===== src/rtl/tdm2p.sv =====
// TDM frame-to-parallel receiver.
// Hunts for frame sync, deserialises FRAME_BITS-bit frames (MSB first),
// validates an 8-bit masked header, and tracks frame alignment lock.
module tdm2p #(
    parameter int unsigned FRAME_BITS  = 256,
    parameter int unsigned LOCK_FRAMES = 2
) (
    input  logic                  sclk,
    input  logic                  rst,
    input  logic                  enable,
    input  logic [7:0]            pattern,
    input  logic [7:0]            mask,
    input  logic                  tdmin,
    input  logic                  fsin,
    output logic                  pvalid,
    output logic [FRAME_BITS-1:0] pdata,
    output logic                  locked,
    output logic                  sync_err,
    output logic [15:0]           frame_cnt
);

    localparam int unsigned CW = $clog2(FRAME_BITS + 1);
    localparam logic [CW-1:0] CNT_LAST = CW'(FRAME_BITS - 1);
    localparam logic [CW-1:0] CNT_FULL = CW'(FRAME_BITS);
    localparam logic [1:0]    LOCK_MAX = 2'(LOCK_FRAMES);

    typedef enum logic [1:0] {S_IDLE, S_HUNT, S_SHIFT} state_t;

    state_t                r_state;
    state_t                w_state_nxt;
    logic [CW-1:0]         r_bit_cnt;
    // Only FRAME_BITS-1 bits need storing; the final bit is taken live from tdmin.
    logic [FRAME_BITS-2:0] r_shift;
    logic [1:0]            r_lock_cnt;
    logic [1:0]            w_lock_nxt;
    logic                  r_pvalid;
    logic [FRAME_BITS-1:0] r_pdata;
    logic                  r_locked;
    logic                  r_sync_err;
    logic [15:0]           r_frame_cnt;

    logic                  w_load;
    logic                  w_shift;
    logic                  w_complete;
    logic                  w_frame_err;
    logic                  w_hdr_ok;
    logic                  w_good;
    logic                  w_any_err;
    logic [FRAME_BITS-1:0] w_frame;

    assign w_frame   = {r_shift, tdmin};
    assign w_hdr_ok  = (((w_frame[FRAME_BITS-1 -: 8] ^ pattern) & mask) == 8'h00);
    assign w_good    = w_complete && w_hdr_ok;
    assign w_any_err = w_frame_err || (w_complete && !w_hdr_ok);
    assign w_lock_nxt = (r_lock_cnt == LOCK_MAX) ? LOCK_MAX : r_lock_cnt + 2'd1;

    // State register
    always_ff @(posedge sclk) begin
        if (rst) begin
            r_state <= S_IDLE;
        end else begin
            r_state <= w_state_nxt;
        end
    end

    // Next-state logic; enable low wins from any state
    always_comb begin
        w_state_nxt = r_state;
        if (!enable) begin
            w_state_nxt = S_IDLE;
        end else begin
            case (r_state)
                S_IDLE:  w_state_nxt = S_HUNT;
                S_HUNT:  if (fsin) w_state_nxt = S_SHIFT;
                S_SHIFT: if (!fsin && r_bit_cnt == CNT_FULL) w_state_nxt = S_HUNT;
                default: w_state_nxt = S_IDLE;
            endcase
        end
    end

    // Per-cycle datapath controls decoded from state, sync and bit position
    always_comb begin
        w_load      = 1'b0;
        w_shift     = 1'b0;
        w_complete  = 1'b0;
        w_frame_err = 1'b0;
        if (enable) begin
            case (r_state)
                S_HUNT: w_load = fsin;
                S_SHIFT: begin
                    if (fsin) begin
                        // Sync right after a full frame is a back-to-back start; earlier is a short frame.
                        w_load      = 1'b1;
                        w_frame_err = (r_bit_cnt != CNT_FULL);
                    end else if (r_bit_cnt == CNT_FULL) begin
                        w_frame_err = 1'b1;
                    end else begin
                        w_shift    = 1'b1;
                        w_complete = (r_bit_cnt == CNT_LAST);
                    end
                end
                default: ;
            endcase
        end
    end

    // Shift register and bit counter
    always_ff @(posedge sclk) begin
        if (rst) begin
            r_shift   <= '0;
            r_bit_cnt <= '0;
        end else if (w_load) begin
            r_shift   <= {{(FRAME_BITS-2){1'b0}}, tdmin};
            r_bit_cnt <= CW'(1);
        end else if (w_shift) begin
            r_shift   <= {r_shift[FRAME_BITS-3:0], tdmin};
            r_bit_cnt <= r_bit_cnt + CW'(1);
        end else if (w_state_nxt != S_SHIFT) begin
            r_bit_cnt <= '0;
        end
    end

    // Frame outputs, error pulse and lock tracking
    always_ff @(posedge sclk) begin
        if (rst) begin
            r_pvalid    <= 1'b0;
            r_pdata     <= '0;
            r_locked    <= 1'b0;
            r_sync_err  <= 1'b0;
            r_frame_cnt <= '0;
            r_lock_cnt  <= '0;
        end else begin
            r_pvalid   <= 1'b0;
            r_sync_err <= 1'b0;
            if (!enable) begin
                r_lock_cnt <= '0;
                r_locked   <= 1'b0;
            end else if (w_good) begin
                r_pvalid    <= 1'b1;
                r_pdata     <= w_frame;
                r_frame_cnt <= r_frame_cnt + 16'd1;
                r_lock_cnt  <= w_lock_nxt;
                r_locked    <= (w_lock_nxt == LOCK_MAX);
            end else if (w_any_err) begin
                r_sync_err <= 1'b1;
                r_lock_cnt <= '0;
                r_locked   <= 1'b0;
            end
        end
    end

    assign pvalid    = r_pvalid;
    assign pdata     = r_pdata;
    assign locked    = r_locked;
    assign sync_err  = r_sync_err;
    assign frame_cnt = r_frame_cnt;

endmodule


===== config.mk =====
export PLATFORM = sky130hd
export DESIGN_NAME = tdm2p
export DESIGN_NICKNAME = d
export VERILOG_FILES = /design/src/rtl/tdm2p.sv
export SDC_FILE = /design/constraint.sdc
export NUM_CORES = 1
export LEC_CHECK = 0
export BUFFER_PORTS_ARGS = -buffer_cell sky130_fd_sc_hd__buf_4
export CORE_MARGIN = 10
export CORE_UTILIZATION = 45
export DETAILED_ROUTE_END_ITERATION = 12
export HOLD_SLACK_MARGIN = 0.15
export PLACE_DENSITY = 0.62
export REMOVE_ABC_BUFFERS = 1
export SKIP_LAST_GASP = 1
export SYNTH_ARGS = -nofsm -noshare
export SYNTH_HDL_FRONTEND = slang
export SYNTH_SLANG_ARGS = --single-unit

===== constraint.sdc =====
create_clock -name sclk -period 3.1 [get_ports sclk]
set_clock_uncertainty 0.2 [all_clocks]
set_input_delay 0.62 -clock sclk [delete_from_list [all_inputs] [get_ports sclk]]
set_output_delay 0.62 -clock sclk [all_outputs]
set_load 0.005 [all_outputs]

# Yosys cells after proc, flatten, opt, wreduce, memory -nomap -nowiden
# Cells that the tools add are included.
[totals] output_inout_bits=275 wordCells=72 input_bits=21 regBits=543
[op_classes] muxes=31 n_reduce_logical=16 add_sub_neg=3 n_eq_ne=8 bitwise_logic=3
[ops] op="1-bit two-way mux" count=21
[ops] op="9-bit two-way mux" count=2
[ops] op="16-bit by 1-bit adder with 16-bit output, second input constant" count=1
[ops] op="2-bit two-way mux" count=6
[ops] op="9-bit by 1-bit adder with 9-bit output, second input constant" count=1
[ops] op="9-bit by 8-bit equality test with 1-bit output, second input constant" count=1
[ops] op="9-bit equality test, second input constant" count=1
[ops] op="9-bit != test, second input constant" count=1
[ops] op="8-bit bitwise AND" count=1
[ops] op="8-bit logical NOT" count=1
[ops] op="8-bit XOR" count=1
[ops] op="2-bit equality test, second input constant" count=3
[ops] op="2-bit one-hot mux with 3 select lines" count=1
[ops] op="2-bit nonzero test" count=3
[ops] op="2-bit OR reduction" count=2
[ops] op="1-bit logical AND" count=3
[ops] op="3-bit nonzero test" count=1
[ops] op="3-bit OR reduction" count=1
[ops] op="2-bit by 1-bit adder with 2-bit output, second input constant" count=1
[ops] op="2-bit by 1-bit equality test with 1-bit output, second input constant" count=1
[ops] op="1-bit logical NOT" count=2
[ops] op="2-bit logical NOT" count=1
[ops] op="2-bit != test, second input constant" count=1
[ops] op="1-bit one-hot mux with 2 select lines" count=1
[ops] op="other kinds (3)" count=3

# Logic depth before layout (Yosys ltp)
# Gate-level depths: netlist of the first run.
[logic_depth] ltp_word=9 mapped_depth=13

# Worst setup path after synthesis of the first run
# Ideal clock, no wire load.
[synth_path] path_kind="register -> register" startpoint="register r_bit_cnt[0]" endpoint="register r_frame_cnt[14] (netlist: frame_cnt[14])" synth_period_minus_slack_ps=2646 required_ps=2830 setup_slack_ps=454 n_path_buf=1 setup_ps=70 t_arrival_ps=2376 stages_incl_launch_ff=12 cell_sequence="dfxtp_1 > ha_1 > and3_1 > and3_1 > and3_1 > ha_1 > nand4b_1 > a21oi_1 > nand3_1 > clkbuf_1 > or4_1 > a21oi_1"
[synth_via] elab_chain_cells=7 word_cells_on_any_way=8
[synth_rtl] element="start, declared" line="31" source="logic [CW-1:0] r_bit_cnt;"
[synth_rtl] element="start signal, assigned" line="117" source="r_bit_cnt <= r_bit_cnt + CW'(1);"
[synth_rtl] element="9-bit by 8-bit equality test with 1-bit output / 9-bit equality test (equally long branches)" line="99, 95"
[synth_rtl] element="1-bit two-way mux (*)" line="95" source="end else if (r_bit_cnt == CNT_FULL) begin"
[synth_rtl] element="1-bit two-way mux (*)" line="91" source="if (fsin) begin"
[synth_rtl] element="1-bit two-way mux (*)" line="88" source="case (r_state)"
[synth_rtl] element="1-bit two-way mux (*)" line="87" source="if (enable) begin"
[synth_rtl] element="1-bit logical AND (*)" line="53" source="assign w_good = w_complete && w_hdr_ok;"
[synth_rtl] element="2-bit AND reduction (no source line) (*)"
[synth_rtl] element="end signal, assigned" line="141" source="r_frame_cnt <= r_frame_cnt + 16'd1;"
[synth_rtl] element="end, declared" line="40" source="logic [15:0] r_frame_cnt;"
# Mark *: on every way between the ends. The rest lies on a longest branch, timed or not.
# A chain may end at the register's enable or synchronous reset.

# Worst setup path in the final report of the first run
[layout_path] startpoint="register r_bit_cnt[1]" endpoint="register r_frame_cnt[15] (netlist: frame_cnt[15])"
# Same word-level chain as after synthesis.

==> metrics.md, run 1 <==
| Metric | Value |
|---|---|
| Leading cell type by number of instances after synthesis | `dfxtp_1` |
| Worst-case setup margin in the final layout | `221.1 ps` |
| Detailed-router iteration count before antenna repair | `7` |
| Final hold slack | `260.6 ps` |
| Peak Freq | `347.4 MHz` |
| Combined area of all synthesized cells | `0.02190 mm2` |
| Kind of start point of the critical path | `flip-flop` |
| Width of the chip | `240.6 um` |
| Post-Place Cell Area | `0.02461 mm2` |
| WP data arrival | `3190 ps` |
| Number of violations reported at the end of detailed-routing iteration 0 | `1,520` |
| Pwr per Cell Area | `545.1 mW/mm2` |
| Fraction of registers with async set/reset | `0` |
| Post-Synthesis Cells | `2,748` |
| Xor/xnor cell area share of the yosys netlist | `0.003200` |
| Warnings from Yosys | `0` |
| Worst-path fanout max | `43` |
| Crit path time final | `2879 ps` |
| Antenna cells | `0` |
| Max transition margin | `0.4602` |
| Count of placed standard cells in the final layout, fillers left out | `3,570` |
| Clock transition at path regs | `60 ps` |
| Global-route usage over all layers | `0.1969` |
| Clock tree sinks | `542` |
| Share of cells above drive strength 1 | `0.1516` |
| Largest family of logic cells by synthesized area | `simple AND/OR/NAND/NOR gates` |
| RSZ-0062 raised after global routing | `yes` |
| Flop and latch count out of synthesis | `542` |
| Final Routed Wirelength | `59.23 mm` |
| Worst R2R Setup Slack | `220 ps` |
| Leakage | `9.273 nW` |
| Root Driver | `clkbuf_16` |
| Result of the run | `completed` |
| Maximum Capacitance Violations | `0` |
| Sequential cell area fraction in the yosys report | `0.4955` |
| Measured slew at the worst slew-check pin | `809.7 ps` |
| Remaining routing DRC violations | `0` |
| Buffer levels on the longest clock path | `3` |
| Vertical die dimension | `240.6 um` |
| Maximum vdd ir drop | `340.9 uV` |
| Maximum number of pins on one net before global-route repair | `216` |
| Die Outline Area | `0.05789 mm2` |
| Post-DP HPWL | `36.46 mm` |
| Number of pins exceeding their max-slew limit in the final report | `0` |
| Overflow left after global routing | `0` |
| List of most frequent post-synthesis cells | `dfxtp_1 (542), nand2_1 (523), o21ai_1 (313), a21oi_1 (279), nor2b_1 (260)` |
| Cell type with the highest aggregate area in the netlist | `dfxtp_1` |
| Worst slack, placed | `109.4 ps` |
| Worst reg-to-reg path cell count | `11` |
| Ratio of routed vias to standard cells | `5.218` |
| Final setup violating endpoints | `0` |
| Origin of the critical flop-to-flop path | `r_bit_cnt[1]$_SDFFE_PP0P_` |
| Required time of the critical path | `3410 ps` |
| Share of cell area taken by muxes after synthesis | `0.001028` |
| Maximum level of the CTS H-tree | `2` |
| Area added between synthesis and finish | `21.55%` |
| Worst Hold End | `r_shift[91]$_SDFFE_PP0P_` |
| Boundary Pins | `296` |
| Area share of the largest cell type after synthesis | `0.4955` |
| Dominant cells by area after synthesis | `dfxtp_1 (50%), nand2_1 (9.0%), nor2b_1 (7.4%)` |
| Number of antenna violations at the first check in global routing | `0` |
| Final hold violation count | `0` |
| Post-synthesis adder-cell area fraction | `0.006285` |
| Count of flip-flops with a built-in enable after synthesis | `0` |
| IO Port Bufs | `295` |
| Global-route wire length before repair | `94.96 mm` |
| Clock latency on the worst-skew pair | `600 ps` |
| Post-Synth Simple-Gate Area | `0.2575` |
| Post-synthesis area per instance | `7.969 um2` |
| Type of the worst setup path | `flip-flop to flip-flop` |
| Routed wirelength normalized by instance count | `16.59 um` |
| Min-delay worst type | `flip-flop to flip-flop` |
| Final Cycle Share | `0.9287` |
| Post-route antenna net violation count | `0` |
| Fin nets | `2,945` |
| Worst hold path depth | `2` |
| Synth Flop Type | `dfxtp_1` |
| Element type at the critical path end | `flip-flop` |
| Worst R2R End | `frame_cnt[15]$_SDFFE_PP0P_` |
| Overall via count from detail_route | `18.63k` |
| Area of the core region | `0.04795 mm2` |
| Effective utilization at floorplan | `0.4567` |
| Post-route cell area | `0.02662 mm2` |
| Via count of the first global-routing pass | `17.72k` |
| CTS tree | `built` |
| Startpoint of the worst hold path | `r_shift[90]$_SDFFE_PP0P_` |
| Compound-gate portion of the synthesized area | `0.1910` |
| Standard-cell rows | `80` |
| Filler Cells Inserted | `4,501` |
| Placed insts | `3,468` |
| Final weighted congestion in routability-driven placement | `0.7703` |
| Number of CTS-inserted buffers | `56` |
| Library cells used by synthesis | `39` |
## critical path, cell delays in order (launching register included)
cell and delay, ps:
dfxtp_1 370, ha_1 200, and3_1 200, and3_1 200, and3_1 160, ha_1 130, nand4b_1 110, a21oi_2 210
nand3_4 120, buf_12 220, or4_1 520, a21oi_1 150
## kinds of logic (layout without fill, tap and decap cells)
kind of cell / after synthesis / count (layout)
AOI/OAI and AO/OA: 824 / 824
xor gates and xnor gates: 8 / 8
adders and majority gates: 11 / 11
buffers and inverters: 248 / 455
DFF: 542 / 542
muxes: 2 / 2
and+or+nand+nor: 1113 / 1113
## metrics by stage
step | power, mW | util | setup TNS [ps]
after floorplan | 7.290 | - | -2843720
after global placement | 7.550 | 0.5132 | 0
after detailed placement | 7.554 | 0.5132 | 0
after CTS | 14.66 | 0.5546 | 0
after global routing | 14.97 | 0.5551 | -252.8
final | 14.51 | 0.5551 | 0
## registers in the layout, indices dropped and copies added (netlist names)
signal	count
r_lock_cnt	2
pvalid	1
r_bit_cnt	9
sync_err	1
r_shift	255
r_state	2
pdata	256
frame_cnt	16
## final cells by class
cell class	instances	area, um2	share of cell area
flip-flops and latches	542	10850	0.4077
multi-input cells	1958	10110	0.3798
repair buffers	345	2888	0.1085
clock buffers	82	1690	0.06351
well taps	615	769.5	0.02891
clock inverters	18	271.5	0.01020
inverters	10	37.54	0.001410
## power breakdown
group | switching, mW | total, mW | internal [mW]
clock | 2.78 | 7.11 | 4.33
combinational | 0.301 | 0.432 | 0.131
sequential | 0.00179 | 6.97 | 6.97
## metal layers
| metal | wire (um) | vias to the layer above | GRT usage |
|---|---|---|---|
| met4 | 1459 | 0 | 0.06231 |
| met1 | 26470 | 8780 | 0.2584 |
| met2 | 28210 | 397 | 0.3246 |
| met5 | 0 | - | 0 |
| met3 | 3091 | 81 | 0.03353 |
| li1 | - | 9371 | - |
## worst max path at each step
stage,startpoint,endpoint,slack (ps),cells past startpoint
6_report,r_bit_cnt[1]$_SDFFE_PP0P_,frame_cnt[15]$_SDFFE_PP0P_,220,11
5_1_grt,r_bit_cnt[1]$_SDFFE_PP0P_,frame_cnt[7]$_SDFFE_PP0P_,-40,11
4_1_cts,r_bit_cnt[0]$_SDFFE_PP0P_,frame_cnt[15]$_SDFFE_PP0P_,70,11
3_5_place_dp,r_bit_cnt[0]$_SDFFE_PP0P_,frame_cnt[8]$_SDFFE_PP0P_,110,11
3_3_place_gp,r_bit_cnt[0]$_SDFFE_PP0P_,frame_cnt[9]$_SDFFE_PP0P_,200,11
2_1_floorplan,r_bit_cnt[0]$_SDFFE_PP0P_,frame_cnt[1]$_SDFFE_PP0P_,-6960,10
## cell usage in the layout (no fill, tap or decap), drive strengths merged, types with 7 or more instances in the layout
cell type    n
dfxtp      542
o21ai      525
nand2      524
buf        343
a21oi      279
nor2b      260
nand2b     258
clkbuf      82
nor2        18
o31ai       12
or4         12
ha          11
nand3       11
inv         10
clkinv      10
xor2         8
bufinv       7
and3         7
## what timing repair did
action	in CTS	in global routing
hold buffers	2	0
endpoints found under the hold margin	3	0
buffers inserted	0	0
gates resized for setup	0	14
endpoints found under the setup margin	0	272
Note: power is estimated with default switching activity, not from simulation.
==> inputs of run 2 (changes only) <==
- RECOVER_POWER: default -> 25
- TNS_END_PERCENT: default -> 50
==> run 2 against run 1 <==
Sequential share of layout area is 0.37 points higher. Via count is 0.37% lower. Cell area is 0.89% lower. Critical path depth stayed put. Hold slack hardly changed. Routed wire length is 0.30% lower. Critical endpoint unchanged. Register-to-register slack hardly changed. Non-clock buffer count stayed put. Clock-buffer cell count stayed put. Clock power hardly changed.
==> metrics.md, run 2 (same netlist as run 1, synthesis figures left out) <==
| Metric | Value |
|---|---|
| Remaining routing DRC violations | `0` |
| Element type at the critical path end | `flip-flop` |
| Post-Place Cell Area | `0.02461 mm2` |
| Postcts setup bufs | `0` |
| Global-route usage over all layers | `0.1969` |
| Kind of start point of the critical path | `flip-flop` |
| Worst R2R Setup Slack | `220 ps` |
| Maximum Capacitance Violations | `0` |
| Buffer levels on the longest clock path | `3` |
| Max transition margin | `0.4793` |
| Post-route cell area | `0.02638 mm2` |
| Worst hold path depth | `2` |
| Boundary Pins | `296` |
| Result of the run | `completed` |
| Fraction of power consumed by combinational cells | `0.030` |
| Min-delay worst type | `flip-flop to flip-flop` |
| Share of cells above drive strength 1 | `0.1303` |
| Detailed-router iteration count before antenna repair | `5` |
| Type of the worst setup path | `flip-flop to flip-flop` |
| Clock transition at path regs | `60 ps` |
| Area of combinational cells with multiple inputs | `0.01011 mm2` |
| Routed wirelength normalized by instance count | `16.54 um` |
| Most frequent standard cell in the layout excluding fill and tap cells | `dfxtp_1` |
| Max FFs per register | `256` |
| Post-DP HPWL | `36.46 mm` |
| Measured slew at the worst slew-check pin | `781.1 ps` |
| Internal | `11.43 mW` |
| Leakage | `8.923 nW` |
| Via count of the first global-routing pass | `17.72k` |
| Number of violations reported at the end of detailed-routing iteration 0 | `1,492` |
| Overflow left after global routing | `0` |
| Final hold violation count | `0` |
| Fin nets | `2,945` |
| Area of the core region | `0.04795 mm2` |
| Worst-case setup margin in the final layout | `220.9 ps` |
| Crit path time final | `2879 ps` |
| Number of antenna violations at the first check in global routing | `0` |
| Grt met1 use | `0.2584` |
| IO Port Bufs | `295` |
| Filler Cells Inserted | `4,558` |
| RSZ-0062 raised after global routing | `yes` |
| Fraction of power consumed by sequential logic | `0.480` |
| Pwr Total | `14.51 mW` |
| Post-route antenna net violation count | `0` |
| Count of placed standard cells in the final layout, fillers left out | `3,570` |
| Switch share | `0.2123` |
| Placed insts | `3,468` |
| Worst slack, placed | `109.4 ps` |
| Maximum number of pins on one net before global-route repair | `216` |
| Pwr per Cell Area | `550.0 mW/mm2` |
| Register area | `0.01085 mm2` |
| Width of the chip | `240.6 um` |
| Final Cycle Share | `0.9287` |
| Met2 track utilization from global routing | `0.3246` |
| Worst reg-to-reg path cell count | `11` |
| Global-route wire length before repair | `94.96 mm` |
| Peak Freq | `347.3 MHz` |
| Number of CTS-inserted buffers | `56` |
| CTS tree | `built` |
| Vertical die dimension | `240.6 um` |
| Area added between synthesis and finish | `20.47%` |
| WP data arrival | `3190 ps` |
| Clock latency on the worst-skew pair | `590 ps` |
| Highest-count cells in the layout ignoring fill and taps | `dfxtp_1 (541), nand2_1 (523), o21ai_1 (319), a21oi_1 (278), nor2b_1 (260)` |
| Root Driver | `clkbuf_16` |
| Maximum vdd ir drop | `341.0 uV` |
| Effective utilization at floorplan | `0.4567` |
| Relative contribution of the clock network to total power | `0.490` |
| Final weighted congestion in routability-driven placement | `0.7703` |
| Worst-path fanout max | `43` |
| Ratio of routed vias to standard cells | `5.199` |
| Overall via count from detail_route | `18.56k` |
| Die Outline Area | `0.05789 mm2` |
| Number of pins exceeding their max-slew limit in the final report | `0` |
| Clock tree sinks | `542` |
| Final setup violating endpoints | `0` |
| Global-route met3 utilization | `0.03353` |
| Required time of the critical path | `3410 ps` |
| Antenna cells | `0` |
| Most congested layer reported by global routing | `met2` |
| Standard-cell rows | `80` |
| Switching power of the nets | `3.080 mW` |
| Final Routed Wirelength | `59.06 mm` |
| Maximum level of the CTS H-tree | `2` |
## run 2: changes by cell type in the layout (fill, tap and decap cells not counted)
| cell | delta |
|---|---|
| buf_1 | +1 |
| buf_4 | -201 |
| clkbuf_1 | +62 |
| clkbuf_4 | +138 |
## run 2: critical path, cell delays in order, from the launching register on
cell and delay (ps):
dfxtp_1 370, ha_1 200, and3_1 200, and3_1 200
and3_1 160, ha_1 130, nand4b_1 110, a21oi_2 210
nand3_4 120, buf_12 220, or4_1 520, a21oi_1 150
## run 2: per-stage QoR
step	util	setup TNS, ps	hold slack (ps)
2_1_floorplan	-	-2843720	236.7
3_3_place_gp	0.5132	0	244.7
3_5_place_dp	0.5132	0	260.0
4_1_cts	0.5546	0	221.4
5_1_grt	0.5502	-252.8	238.6
6_report	0.5502	0	260.8
## run 2: worst paths after layout
check	startpoint	end
worst min register to register	r_shift[232]$_SDFFE_PP0P_	r_shift[233]$_SDFFE_PP0P_
worst min-delay path	r_shift[232]$_SDFFE_PP0P_	r_shift[233]$_SDFFE_PP0P_
worst max-delay path	r_bit_cnt[1]$_SDFFE_PP0P_	frame_cnt[15]$_SDFFE_PP0P_
worst max register to register	r_bit_cnt[1]$_SDFFE_PP0P_	frame_cnt[15]$_SDFFE_PP0P_
## run 2: power by group through the flow
stage	combinational (mW)	clock [mW]	sequential (mW)
5_1_grt	0.464	7.54	6.96
2_1_floorplan	0.168	0	7.12
3_5_place_dp	0.432	0	7.12
3_3_place_gp	0.428	0	7.12
4_1_cts	0.434	7.26	6.97
6_report	0.432	7.11	6.97
## run 2: repair_timing
action | CTS | global route
endpoints found under the setup margin | 0 | 272
endpoints found under the hold margin | 3 | 0
hold buffers | 2 | 0
resized for setup | 0 | 14
## run 2: area by class of cell
cell class / instances / share of cell area
multi-input combinational: 1958 / 0.3832
clock inverter: 18 / 0.01029
timing repair buffer: 345 / 0.1005
sequential: 542 / 0.4114
clock buffer: 82 / 0.06408
inverter: 10 / 0.001423
tap: 615 / 0.02917
## run 2: layer usage
metal  routed length (um)  share of wire
met5                    0              0
met4                 1493          0.025
met3                 3184          0.054
met2                28050           0.47
met1                26330           0.45
